**config.mk**
```make
export PLATFORM = sky130hd
export DESIGN_NAME = cpu_wb_arbiter
export DESIGN_NICKNAME = d
export VERILOG_FILES = /design/src/rtl/cpu_wb_arbiter.sv
export SDC_FILE = /design/constraint.sdc
export NUM_CORES = 1
export LEC_CHECK = 0
export CAP_MARGIN = 20
export CORE_AREA = 8 8 168 170
export DETAILED_ROUTE_END_ITERATION = 6
export DIE_AREA = 0 0 176 178
export DONT_BUFFER_PORTS = 1
export GPL_TIMING_DRIVEN = 0
export PLACE_DENSITY_LB_ADDON = 0.3
export SYNTH_ARGS = -nofsm -noshare
export SYNTH_HDL_FRONTEND = slang
export SYNTH_SLANG_ARGS = --single-unit
export TNS_END_PERCENT = 30
```
**constraint.sdc**
```tcl
create_clock -name clock -period 3.5 [get_ports clock]
set_clock_uncertainty 0.05 [all_clocks]
set_input_delay 0.525 -clock clock [delete_from_list [all_inputs] [get_ports clock]]
set_output_delay 0.525 -clock clock [all_outputs]
set_load 0.01 [all_outputs]
```
**src/rtl/cpu_wb_arbiter.sv**
```systemverilog
// Round-robin writeback arbiter: per-requester in-order FIFOs drained one entry per cycle
// onto a registered register-file write bus that idles at destination 0.
module cpu_wb_arbiter #(
  parameter  int regCount = 32,
  parameter  int NUM_REQ  = 3,
  parameter  int DEPTH    = 2,
  localparam int RW       = $clog2(regCount),
  localparam int SW       = (NUM_REQ > 1) ? $clog2(NUM_REQ) : 1
) (
  input  logic                  clock,
  input  logic                  reset,
  input  logic [NUM_REQ-1:0]    req_valid,
  output logic [NUM_REQ-1:0]    req_ready,
  input  logic [NUM_REQ*RW-1:0] req_dest,
  input  logic [NUM_REQ*32-1:0] req_data,
  output logic [RW-1:0]         wb_d,
  output logic [31:0]           wb_data,
  output logic                  wb_valid,
  output logic [SW-1:0]         wb_src,
  output logic                  busy
);

  localparam int PW = (DEPTH > 1) ? $clog2(DEPTH) : 1;
  localparam int CW = $clog2(DEPTH + 1);
  localparam logic [CW-1:0] DEPTH_C = CW'(DEPTH);
  localparam logic [PW-1:0] LAST_P  = PW'(DEPTH - 1);
  localparam logic [SW-1:0] LAST_R  = SW'(NUM_REQ - 1);

  logic [RW-1:0] dest_mem_q [NUM_REQ][DEPTH];
  logic [31:0]   data_mem_q [NUM_REQ][DEPTH];
  logic [PW-1:0] wr_ptr_q [NUM_REQ];
  logic [PW-1:0] wr_ptr_d [NUM_REQ];
  logic [PW-1:0] rd_ptr_q [NUM_REQ];
  logic [PW-1:0] rd_ptr_d [NUM_REQ];
  logic [CW-1:0] count_q  [NUM_REQ];
  logic [CW-1:0] count_d  [NUM_REQ];
  logic [SW-1:0] rr_q, rr_d;

  logic          wb_valid_q, wb_valid_d;
  logic [RW-1:0] wb_d_q, wb_d_d;
  logic [31:0]   wb_data_q, wb_data_d;
  logic [SW-1:0] wb_src_q, wb_src_d;

  logic [NUM_REQ-1:0] push, pop, nonempty;
  logic               gnt_vld;
  logic [SW-1:0]      gnt_idx;
  logic [RW-1:0]      head_dest;
  logic [31:0]        head_data;
  int                 scan_idx;

  // Ready looks only at registered occupancy, so a full FIFO stays closed while being popped.
  always_comb begin
    for (int i = 0; i < NUM_REQ; i++) begin
      req_ready[i] = (count_q[i] < DEPTH_C) && !reset;
      nonempty[i]  = (count_q[i] != '0);
      push[i]      = req_valid[i] && req_ready[i] && (req_dest[i*RW +: RW] != '0);
    end
  end

  always_comb begin
    gnt_vld   = 1'b0;
    gnt_idx   = '0;
    head_dest = '0;
    head_data = '0;
    scan_idx  = 0;
    for (int k = 0; k < NUM_REQ; k++) begin
      scan_idx = int'(rr_q) + k;
      if (scan_idx >= NUM_REQ) scan_idx = scan_idx - NUM_REQ;
      if (!gnt_vld && nonempty[scan_idx]) begin
        gnt_vld   = 1'b1;
        gnt_idx   = SW'(scan_idx);
        head_dest = dest_mem_q[scan_idx][rd_ptr_q[scan_idx]];
        head_data = data_mem_q[scan_idx][rd_ptr_q[scan_idx]];
      end
    end
    for (int i = 0; i < NUM_REQ; i++) begin
      pop[i] = gnt_vld && (gnt_idx == SW'(i));
    end
  end

  always_comb begin
    for (int i = 0; i < NUM_REQ; i++) begin
      wr_ptr_d[i] = wr_ptr_q[i];
      rd_ptr_d[i] = rd_ptr_q[i];
      count_d[i]  = count_q[i];
      if (push[i]) wr_ptr_d[i] = (wr_ptr_q[i] == LAST_P) ? '0 : wr_ptr_q[i] + 1'b1;
      if (pop[i])  rd_ptr_d[i] = (rd_ptr_q[i] == LAST_P) ? '0 : rd_ptr_q[i] + 1'b1;
      case ({push[i], pop[i]})
        2'b10:   count_d[i] = count_q[i] + 1'b1;
        2'b01:   count_d[i] = count_q[i] - 1'b1;
        default: count_d[i] = count_q[i];
      endcase
    end
    // Idle cycles drive destination 0 but keep data/source for a quieter bus.
    wb_valid_d = gnt_vld;
    wb_d_d     = gnt_vld ? head_dest : '0;
    wb_data_d  = gnt_vld ? head_data : wb_data_q;
    wb_src_d   = gnt_vld ? gnt_idx : wb_src_q;
    rr_d       = gnt_vld ? ((gnt_idx == LAST_R) ? '0 : gnt_idx + 1'b1) : rr_q;
  end

  always_ff @(posedge clock) begin
    if (reset) begin
      for (int i = 0; i < NUM_REQ; i++) begin
        wr_ptr_q[i] <= '0;
        rd_ptr_q[i] <= '0;
        count_q[i]  <= '0;
      end
      rr_q       <= '0;
      wb_valid_q <= 1'b0;
      wb_d_q     <= '0;
      wb_data_q  <= '0;
      wb_src_q   <= '0;
    end else begin
      for (int i = 0; i < NUM_REQ; i++) begin
        wr_ptr_q[i] <= wr_ptr_d[i];
        rd_ptr_q[i] <= rd_ptr_d[i];
        count_q[i]  <= count_d[i];
      end
      rr_q       <= rr_d;
      wb_valid_q <= wb_valid_d;
      wb_d_q     <= wb_d_d;
      wb_data_q  <= wb_data_d;
      wb_src_q   <= wb_src_d;
    end
  end

  always_ff @(posedge clock) begin
    for (int i = 0; i < NUM_REQ; i++) begin
      if (push[i]) begin
        dest_mem_q[i][wr_ptr_q[i]] <= req_dest[i*RW +: RW];
        data_mem_q[i][wr_ptr_q[i]] <= req_data[i*32 +: 32];
      end
    end
  end

  assign wb_valid = wb_valid_q;
  assign wb_d     = wb_d_q;
  assign wb_data  = wb_data_q;
  assign wb_src   = wb_src_q;
  assign busy     = wb_valid_q || (|nonempty);

endmodule

```
# [After elaboration in Yosys (flattened, before gate mapping)]
# Memory sizes are Yosys's and may differ from the RTL's.
# Cells that the tools add are included.
[totals] regBits=42 ram_bits=234 out_inout_bits=44 elab_cells=191 n_memories=5
[classes] n_addsub=18 order_cmp=18 eq_ne=8 mux=91 bitwise_logic=16 n_reduce_logical=30
[mem_list] memory="data_mem_q" words=3 width=64 read_ports=3 rd_ports_with_merged_regs=0 wr=3 line="30" source="logic [31:0] data_mem_q [NUM_REQ][DEPTH];"
[mem_list] memory="dest_mem_q" words=3 width=10 read_ports=3 rd_ports_with_merged_regs=0 wr=3 line="29" source="logic [RW-1:0] dest_mem_q [NUM_REQ][DEPTH];"
[mem_list] memory="count_q" words=3 width=2 read_ports=3 rd_ports_with_merged_regs=0 wr=3 line="35" source="logic [CW-1:0] count_q [NUM_REQ];"
[mem_list] memory="rd_ptr_q" words=3 width=1 read_ports=6 rd_ports_with_merged_regs=0 wr=3 line="33" source="logic [PW-1:0] rd_ptr_q [NUM_REQ];"
[mem_list] memory="wr_ptr_q" words=3 width=1 read_ports=3 rd_ports_with_merged_regs=0 wr=3 line="31" source="logic [PW-1:0] wr_ptr_q [NUM_REQ];"
[ops] cell="two-way mux 32 bit" count=18
[ops] cell="two-way mux 64 bit" count=3
[ops] cell="demux 32 bit (select 1 bit)" count=3
[ops] cell="less-than comparator 32 x 4 -> 1 bit, second input constant" count=3
[ops] cell="two-way mux 5 bit" count=15
[ops] cell="two-way mux 1 bit" count=33
[ops] cell="two-way mux 10 bit" count=3
[ops] cell="logical AND 1 bit" count=17
[ops] cell="demux 5 bit (select 1 bit)" count=3
[ops] cell="nonzero test 5 bit" count=3
[ops] cell=">= comparator 2 bit, second input constant" count=7
[ops] cell="two-way mux 2 bit" count=7
[ops] cell="NOT 1 -> 2 bit" count=6
[ops] cell="one-hot mux 2 bit (2 select lines)" count=3
[ops] cell="bitwise OR 1 bit" count=9
[ops] cell="adder 2 x 1 -> 2 bit, second input constant" count=4
[ops] cell="equality test 2 x 1 -> 1 bit, second input constant" count=4
[ops] cell="equality test 2 bit, second input constant" count=4
[ops] cell="subtractor 3 x 2 -> 4 bit, second input constant" count=2
[ops] cell="adder 1 bit, second input constant" count=6
[ops] cell="binary-select mux 1 bit (select 2 bit)" count=3
[ops] cell=">= comparator 3 x 2 -> 1 bit, second input constant" count=2
[ops] cell="less-than comparator 2 x 1 -> 1 bit, second input constant" count=3
[ops] cell="less-than comparator 2 bit, second input constant" count=3
[ops] cell="11 further kinds" count=17

# [Depth between registers and ports, before layout]
[depth] ltp_word=17 depth_mapped=13 mapped_depth_nobuf=11

# [Worst setup path after synthesis]
# No wires, ideal clock.
[synth_path] path_type="input port to flip-flop" startpoint="in reset" endpoint="mem data_mem_q[0][0] in the netlist's numbering (enable)" setup_ns=0.431 arrival_time_ns=2.737 required_ns=3.019 setup_slack_ns=0.282 stages=4 path_buffers=1 cell_sequence="clkbuf_1 -> nor2_1 -> o211ai_1 -> nor2_1"
[synth_lines] item="start: declaration" line="11" source="input logic reset,"
[synth_lines] item="end: declaration" line="30"

==> summary.md <==
| Metric | Value |
|---|---|
| Dominant cell type by area after synthesis | edfxtp_1 |
| Outcome | complete, but fails checks |
| Largest net degree at the start of global routing | 26 |
| Area grow syn2layout | 14.48% |
| Hold_ws | 18.13 ps |
| Vias in the first global route | 10.57k |
| Min-Delay Endpoint | data_mem_q[0][19] |
| Gr usage total | 0.2618 |
| Final period util | 0.9685 |
| Die Ht | around 180 um |
| Fmax | 0.2950 GHz |
| Utilization after layout | 0.6364 |
| EDFF count, synth | roughly 220 |
| Initial DRC count | approximately 1.4k |
| Clk slew on worst S/H paths | about 60 ps |
| R2r worst-path depth | 12 |
| Post-synthesis simple-gate area fraction | 0.07944 |
| Hold_sp | req_data[19] |
| Async SR Flop Fraction | 0 |
| Largest family of logic cells by synthesized area | multiplexers |
| Post-DR vias/cell | about 7.0 |
| First-pass GRT wire length | 62.86 mm |
| Core Footprint | around 26000 um^2 |
| DRC | 2 |
| RR Startpoint | rr_q[0] |
| Final wirelength | 42.47 mm |
| Worst path required time | slightly below 4000 ps |
| Clock Sink Count | about 280 |
| Clk buf depth | 3 |
| Slew Viols, Final | 0 |
| Top cells by area, synth | edfxtp_1 (47%), dfxtp_1 (7.6%), mux2i_1 (7.6%) |
| Setup violation total in the final timing report | 0 |
| Share of layout cells above drive strength 1 | 0.1832 |
| FF-to-FF End | count_q[0][1] |
| Chip width | 176 um |
| Fin crit period | between 3000 and 4000 ps |
| Placed insts | 1415 |
| Post-detailed-route count of antenna-violating nets | 0 |
| Worst setup margin | between 100 and 150 ps |
| Number of port buffers | 0 |
| Crit path capture type | register |
| Worst slack, placed | -201.2 ps |
| Worst-Margin Slew | 900.6 ps |
| Count of cell types in the netlist | 58 |
| Adder-Cell Fraction of Synth Area | 0.006151 |
| Overflow left after global routing | 0 |
| Main synth FF type | edfxtp_1 |
| CTS tree | done |
| Post-Synth XOR/XNOR Area | 0.005536 |
| Leak | around 5.6 nW |
| # diodes | 0 |
| # nets final | 1280 |
| Synth Area in Compound Gates | 0.1527 |
| Hold Fails Final Rpt | 0 |
| Worst vdd ir | 0.0006511 V |
| Fillers | 1903 |
| FP Rows | 59 |
| Total power after layout | between 0.01 and 0.015 W |
| Net Count, Synth | ~1.2k |
| Average wire per standard cell | ~28 um |
| CP max FO | 10 |
| Final HPWL DP | 29.69 mm |
| Pre-antenna DRT Iters | 7 |
| Initial antenna violation count | 4 |
| Worst reg-to-reg setup slack | roughly 110 ps |
| Pwr/cell area | between 800 and 900 nW/um^2 |
| Mapped Cells | approximately 1.1k |
| Min-delay worst type | primary input to register |
| Hold path depth | 0 |
| Worst skew pair latency | roughly 550 ps |
| Routability cong. | around 0.89 |
| Die ar. | 31330 um^2 |
| Ys Warns | 0 |
| Max-Cap Viols | 0 |
| H-tree depth | 1 |
| Top Ports | 160 |
| Slew headroom | 0.3877 |
| RSZ-0062 raised after global routing | yes |
| Critical path data arrival time | 3820 ps |
| CTS buffer count | 29 |
| CP Launch Type | register |
| Cell Area, Synth | approximately 14000 um^2 |
| Violated checks | DRC |
| Synth top area share | 0.4682 |
| DR vias | around 11k |
| Kind of critical path | register to register |
| Post-Layout Cell Count | about 1.5k |
| Initial Util | 0.5559 |
| Syn Area/Cell | 13.26 um^2 |
| Root buf cell | clkbuf_16 |
| Flop and latch count out of synthesis | about 280 |
| Register area share after synthesis | 0.5441 |
| Mux contribution to synthesized area | 0.1797 |
power breakdown:
part / internal (W) / total (W) / switching, W
clock: 0.00191 / 0.00317 / 0.00126
combinational: 0.00246 / 0.00624 / 0.00378
sequential: 0.00392 / 0.00420 / 0.000279
total: 0.00829 / 0.0136 / 0.00532
state kept, by name, summed over array words and instances, names as in the netlist:
signal and count:
data_mem_q 192, rd_ptr_q 3, wb_valid 1, wb_d 5, dest_mem_q 30, rr_q 2
wb_src 2, wr_ptr_q 3, count_q 6, wb_data 32
cell type report:
| cell class | instances | area (um^2) | share of cell area |
|---|---|---|---|
| Tap cell | 335 | 419.2 | 0.02571 |
| Timing Repair Buffer | 53 | 605.6 | 0.03715 |
| Clock buffer | 35 | 758.2 | 0.04652 |
| Buffer | 96 | 415.4 | 0.02548 |
| Clock inverter | 18 | 230.2 | 0.01412 |
| Inverter | 11 | 41.29 | 0.002533 |
| Multi-Input combinational cell | 690 | 6083 | 0.3732 |
| Sequential cell | 276 | 7747 | 0.4753 |
logic make-up (layout without fill, tap and decap cells):
| kind of cell | Yosys count | after routing |
|---|---|---|
| adders and majority gates | 7 | 7 |
| buffers and inverters | 108 | 213 |
| muxes | 197 | 197 |
| and+or+nand+nor | 196 | 196 |
| xor gates and xnor gates | 9 | 9 |
| DFF | 276 | 276 |
| AOI/OAI and AO/OA | 281 | 281 |
how the worst max path moves through the flow:
| stage | from | end | slack [ps] | cells after the start |
|---|---|---|---|---|
| final | rr_q[0] | count_q[0][1] | 110 | 12 |
| after global routing | rr_q[1] | count_q[0][5] | -0.4 | 10 |
| after CTS | rr_q[0] | count_q[0][1] | 70 | 12 |
| after detailed placement | rr_q[0] | count_q[0][1] | -200 | 12 |
| after global placement | reset | data_mem_q[1][14] | -1510 | 4 |
| after floorplan | reset | data_mem_q[0][0] | 280 | 4 |
timing repair:
action                                 4_1_cts  5_1_grt
endpoints found under the hold margin        0       90
pin swaps                                    0        0
hold buffers                                 0       47
gates resized for setup                      0        1
setup buffers                                0        0
setup endpoints to repair                    2        1
placed cells by master, fill, tap and decap left out, types with 22 or more instances in the layout:
master,count
buf_2,29
nand3_1,33
a211o_1,32
a221oi_1,32
o211ai_1,35
a32o_1,32
mux4_2,42
mux2_2,44
o21ai_0,41
or3b_2,22
nand2b_1,35
mux2i_1,108
dlygate4sd3_1,47
dfxtp_1,54
o22ai_1,32
a32oi_1,33
clkbuf_1,62
clkbuf_16,29
nand2_1,44
edfxtp_1,222
Yosys cell counts (6+ instances only):
| library cell | n |
|---|---|
| a211o_1 | 32 |
| a211oi_1 | 7 |
| a21oi_1 | 18 |
| a221oi_1 | 32 |
| a32o_1 | 32 |
| a32oi_1 | 34 |
| buf_1 | 6 |
| buf_2 | 29 |
| clkbuf_1 | 57 |
| dfxtp_1 | 54 |
| edfxtp_1 | 222 |
| ha_1 | 7 |
| inv_1 | 10 |
| mux2_2 | 44 |
| mux2i_1 | 108 |
| mux4_2 | 42 |
| nand2_1 | 44 |
| nand2b_1 | 35 |
| nand3_1 | 33 |
| nor2_1 | 23 |
| o211ai_1 | 35 |
| o21ai_0 | 41 |
| o22ai_1 | 32 |
| or3b_1 | 10 |
| or3b_2 | 22 |
| xnor2_1 | 6 |
routing by layer:
metal	vias to the layer above	GRT usage	wire, um
met2	737	0.4112	19450
met1	5214	0.3258	15850
met5	-	0	51
li1	4530	-	-
met3	143	0.08679	5343
met4	8	0.1194	1770
critical path, stage by stage (launching register included):
cell,delay [ps]
dfxtp_1,390
inv_1,80
ha_1,370
buf_2,230
nor3_1,190
a211oi_2,110
or3_1,370
buf_2,260
a32oi_2,340
inv_1,80
ha_1,340
or3_1,360
a21oi_1,140
stage by stage:
stage / TNS, ps / area (um^2)
detailed placement: -201.2 / 14840
floorplan: 0 / 14240
global route: -0.3899 / 16300
global placement: -311560 / 14660
finish: 0 / 16300
CTS: 0 / 15820
No activity file was read; power rests on OpenSTA's default activity.
